$ cat src/rtl/truth_table_sweeper.sv
// rtl/truth_table_sweeper.sv - exhaustive N-bit stimulus sweep with 1-bit response check against a truth table
module truth_table_sweeper #(
    parameter int N  = 3,
    parameter int DW = 4
) (
    input  logic            clk,
    input  logic            rst,
    input  logic            start,
    input  logic [DW-1:0]   dwell,
    input  logic            stop_on_fail,
    input  logic [2**N-1:0] expected,
    output logic [N-1:0]    pattern,
    input  logic            resp,
    output logic            busy,
    output logic            done,
    output logic            pass,
    output logic [N:0]      err_count,
    output logic [N-1:0]    first_fail,
    output logic            fail_valid
);
    localparam logic [1:0] S_IDLE = 2'd0;
    localparam logic [1:0] S_RUN  = 2'd1;
    localparam logic [1:0] S_DONE = 2'd2;

    logic [1:0]       state;
    logic [DW-1:0]    d_lat;
    logic [DW-1:0]    hold;
    logic             sof_lat;
    logic [2**N-1:0]  exp_lat;
    logic             mismatch;
    logic [N:0]       err_next;
    logic             last_pattern;

    always_comb begin
        mismatch     = (resp != exp_lat[pattern]);
        err_next     = err_count + {{N{1'b0}}, mismatch};
        last_pattern = (pattern == {N{1'b1}});
    end

    assign busy = (state == S_RUN);
    assign done = (state == S_DONE);

    always_ff @(posedge clk or posedge rst) begin
        if (rst) begin
            state      <= S_IDLE;
            d_lat      <= '0;
            hold       <= '0;
            sof_lat    <= 1'b0;
            exp_lat    <= '0;
            pattern    <= '0;
            pass       <= 1'b0;
            err_count  <= '0;
            first_fail <= '0;
            fail_valid <= 1'b0;
        end else begin
            case (state)
                S_IDLE: begin
                    pattern <= '0;
                    if (start) begin
                        d_lat      <= dwell;
                        hold       <= dwell;
                        sof_lat    <= stop_on_fail;
                        exp_lat    <= expected;
                        err_count  <= '0;
                        first_fail <= '0;
                        fail_valid <= 1'b0;
                        pass       <= 1'b0;
                        state      <= S_RUN;
                    end
                end
                S_RUN: begin
                    if (hold != '0) begin
                        hold <= hold - DW'(1);
                    end else begin
                        // Closing edge of this pattern's dwell window: sample and advance.
                        err_count <= err_next;
                        hold      <= d_lat;
                        if (mismatch && !fail_valid) begin
                            first_fail <= pattern;
                            fail_valid <= 1'b1;
                        end
                        if (last_pattern || (sof_lat && mismatch)) begin
                            state   <= S_DONE;
                            pattern <= '0;
                            pass    <= (err_next == '0);
                        end else begin
                            pattern <= pattern + N'(1);
                        end
                    end
                end
                S_DONE: begin
                    state <= S_IDLE;
                end
                default: begin
                    state <= S_IDLE;
                end
            endcase
        end
    end
endmodule
$ cat config.mk
export PLATFORM = sky130hd
export DESIGN_NAME = truth_table_sweeper
export DESIGN_NICKNAME = d
export VERILOG_FILES = /design/src/rtl/truth_table_sweeper.sv
export SDC_FILE = /design/constraint.sdc
export NUM_CORES = 1
export LEC_CHECK = 0
export CAP_MARGIN = 10
export CORE_AREA = 2 2 57 59
export CTS_BUF_LIST = sky130_fd_sc_hd__clkbuf_4 sky130_fd_sc_hd__clkbuf_8
export CTS_CLUSTER_DIAMETER = 200
export DETAILED_ROUTE_END_ITERATION = 10
export DIE_AREA = 0 0 59 61
export HOLD_SLACK_MARGIN = 0.03
export PLACE_DENSITY = 0.78
export SYNTH_ARGS = -nofsm -noshare
export SYNTH_HDL_FRONTEND = slang
export SYNTH_SLANG_ARGS = --single-unit
$ cat constraint.sdc
create_clock -name clk -period 6.3 [get_ports clk]
set_input_delay 0.63 -clock clk [delete_from_list [all_inputs] [get_ports clk]]
set_output_delay 0.63 -clock clk [all_outputs]
set_load 0.05 [all_outputs]
==> impl_metrics.env <==
export IMPL_fmax_mhz=348
export IMPL_power_leakage_nw=0.950
export IMPL_htreeDepth=2
export IMPL_mostFrequentLayoutCells="52 x nand2_1, 31 x dfrtp_1, 30 x clkdlybuf4s50_1"
export IMPL_grt_max_degree=32
export IMPL_setup_viol=0
export IMPL_required_ns=5.67
export IMPL_met1_usage_pct=24.1
export IMPL_end_kind="primary output"
export IMPL_maxCapViolCount=0
export IMPL_grt_use_met3_pct=7.25
export IMPL_crit_fanout=11
export IMPL_min_period_over_period_pct=45.6
export IMPL_start_util_pct=52.8
export IMPL_placed_area_um2=1870
export IMPL_cts_tree="built"
export IMPL_overflow=0
export IMPL_fillCellCount=248
export IMPL_tightest_slew_ns=0.986
export IMPL_hold_buffers=0
export IMPL_wl_per_cell_um=14.7
export IMPL_ys_ff_latch=31
export IMPL_fin_area_um2=1960
export IMPL_routed_wl_mm=3.36
export IMPL_row_count=20
export IMPL_io_buffers=30
export IMPL_layoutNonFillerInstCount=229
export IMPL_grt_use_total_pct=21.2
export IMPL_antenna_found_initial=0
export IMPL_cts_clk_slew_worst_paths_ns=0.09
export IMPL_met2_usage_pct=37.0
export IMPL_setup_tns_ns=0
export IMPL_regArea_um2=776
export IMPL_synth_avg_cell_area_um2=9.56
export IMPL_layout_setup_ws_ns=3.43
export IMPL_vias_per_cell=5.67
export IMPL_powerDensity_nw_per_um2=527
export IMPL_grt_pass1_vias=1272
export IMPL_worstSetupPathType="reg -> out"
export IMPL_postRouteAntennaNets=0
export IMPL_fin_skew_ns=0.0162
export IMPL_clock_root_buffer="clkbuf_4"
export IMPL_synth_area_um2=1560
export IMPL_vias=1298
export IMPL_layout_drive_gt1_share_pct=8.16
export IMPL_place_hpwl_mm=2.43
export IMPL_grt_pass1_wl_mm=5.55
export IMPL_post_place_cells=221
export IMPL_cts_setup_buffers=0
export IMPL_antenna_diode_count=0
export IMPL_rrSetupSlack_ns=3.59
export IMPL_yosys_warnings=0
export IMPL_die_h_um=61
export IMPL_outcome="finished clean"
export IMPL_cts_path_max_buffers=2
export IMPL_yosys_cell_types_count=37
export IMPL_ctsResizeCount=0
export IMPL_multi_input_area_um2=741
export IMPL_syn_nets=185
export IMPL_fp_coreArea_um2=2950
export IMPL_hold_viol=0
export IMPL_drtIter0Drc=40
export IMPL_netlist_instances=163
export IMPL_drc=0
export IMPL_mostFrequentLayoutCell="nand2_1"
export IMPL_hold_worst_slack_ns=0.488
export IMPL_finalCriticalPeriod_ns=2.87
export IMPL_cts_sinks=31
export IMPL_ir_worst_vdd_mv=0.221
export IMPL_max_slew_margin_rel_pct=34.0
export IMPL_syn_to_final_growth_pct=25.6
export IMPL_hold_class="reg -> reg"
export IMPL_nets=218
export IMPL_rsz0062_at_grt="no"
export IMPL_arrival_ns=2.24
export IMPL_numCtsBuffers=5
export IMPL_fp_dieW_um=59
export IMPL_seq_area_frac_synth_pct=49.8
export IMPL_io_pins=31
export IMPL_gp_congestion=0.825
export IMPL_clk_latency_ns=0.34
export IMPL_die_area_um2=3600
export IMPL_dp_slack_ns=3.47
export IMPL_start_kind="register"
export IMPL_top_usage_layer="met2"
export IMPL_firstDrtPassIters=4
export IMPL_drv_slew=0
==> routing by layer <==
layer,routed length (um),part of all wire (%)
met1,1430,42
met2,1650,49
met3,211,6.3
met4,78,2.3
met5,0,0
==> final timing paths <==
check                           cells past startpoint  startpoint         end
max in group asynchronous                           3         rst  exp_lat[1]
worst min register to register                      2  exp_lat[5]  exp_lat[5]
worst min-delay path                                2  exp_lat[5]  exp_lat[5]
min in group asynchronous                           2         rst  exp_lat[2]
worst max-delay path                                3    state[1]        busy
worst max register to register                      9  pattern[0]        pass
==> report_power, final <==
part	leakage [nW]	total (mW)	switching (mW)	internal, mW
combinational	0.519	0.542	0.323	0.220
sequential	0.397	0.369	0.0828	0.286
clock	0.0341	0.120	0.0685	0.0516
==> Yosys cell counts <==
master | number | share of area (%)
xor2_1 | 1 | 0.56
dfrtp_1 | 31 | 50
nor3b_2 | 1 | 0.80
o21ai_0 | 3 | 0.96
mux2_1 | 1 | 0.72
nor4_1 | 1 | 0.40
a21oi_1 | 5 | 1.6
a22o_1 | 1 | 0.56
o311ai_0 | 1 | 0.56
ha_1 | 5 | 4.0
o311a_1 | 1 | 0.64
a221o_1 | 1 | 0.64
inv_1 | 4 | 0.96
a21boi_0 | 1 | 0.48
mux2i_1 | 4 | 2.6
o31ai_1 | 1 | 0.48
nor3_1 | 2 | 0.64
o21ba_2 | 1 | 0.64
a31o_2 | 2 | 1.1
mux4_2 | 1 | 1.4
nand2_1 | 52 | 13
buf_6 | 1 | 0.72
nor2b_1 | 7 | 2.8
o211ai_1 | 1 | 0.48
a31oi_1 | 3 | 1.2
and3_1 | 1 | 0.40
nand2b_1 | 3 | 1.2
and4bb_2 | 1 | 0.80
a21o_1 | 3 | 1.4
a211oi_1 | 1 | 0.48
o21bai_1 | 1 | 0.48
nand3_1 | 3 | 0.96
clkbuf_1 | 4 | 0.96
or2_2 | 1 | 0.40
xnor2_4 | 1 | 1.8
nor2_1 | 10 | 2.4
a32o_1 | 2 | 1.3
==> flip-flops by register name, summed over array words and instances (netlist names) <==
name / cells
first_fail: 3
d_lat: 4
state: 2
pass: 1
exp_lat: 8
err_count: 4
hold: 4
sof_lat: 1
fail_valid: 1
pattern: 3
==> cells by family after synthesis <==
family,synth area share [%]
AOI/OAI and AO/OA,13.1
xor gates and xnor gates,2.33
adders and majority gates,4.02
buffers and inverters,2.65
DFF,49.8
muxes,4.74
and+or+nand+nor,23.4
==> layout make-up <==
cell class | instances | area share [%]
clock buffer | 6 | 2.62
clock inverter | 1 | 0.256
inverter | 4 | 0.767
multi-input combinational | 123 | 37.9
sequential | 31 | 39.6
tap | 33 | 2.11
timing repair buffer | 31 | 16.8
==> critical path: stages (launching register included) <==
cell	delay (ns)
dfrtp_1	0.43
nand2b_1	0.27
inv_1	0.33
clkdlybuf4s50_1	0.87
==> stage by stage <==
stage	power, mW	utilization, %
2_1_floorplan	0.761	-
3_3_place_gp	0.889	63.4
3_5_place_dp	0.911	63.4
4_1_cts	1.03	65.3
5_1_grt	1.11	66.3
6_report	1.03	66.3
No activity file was read; power rests on OpenSTA's default activity.
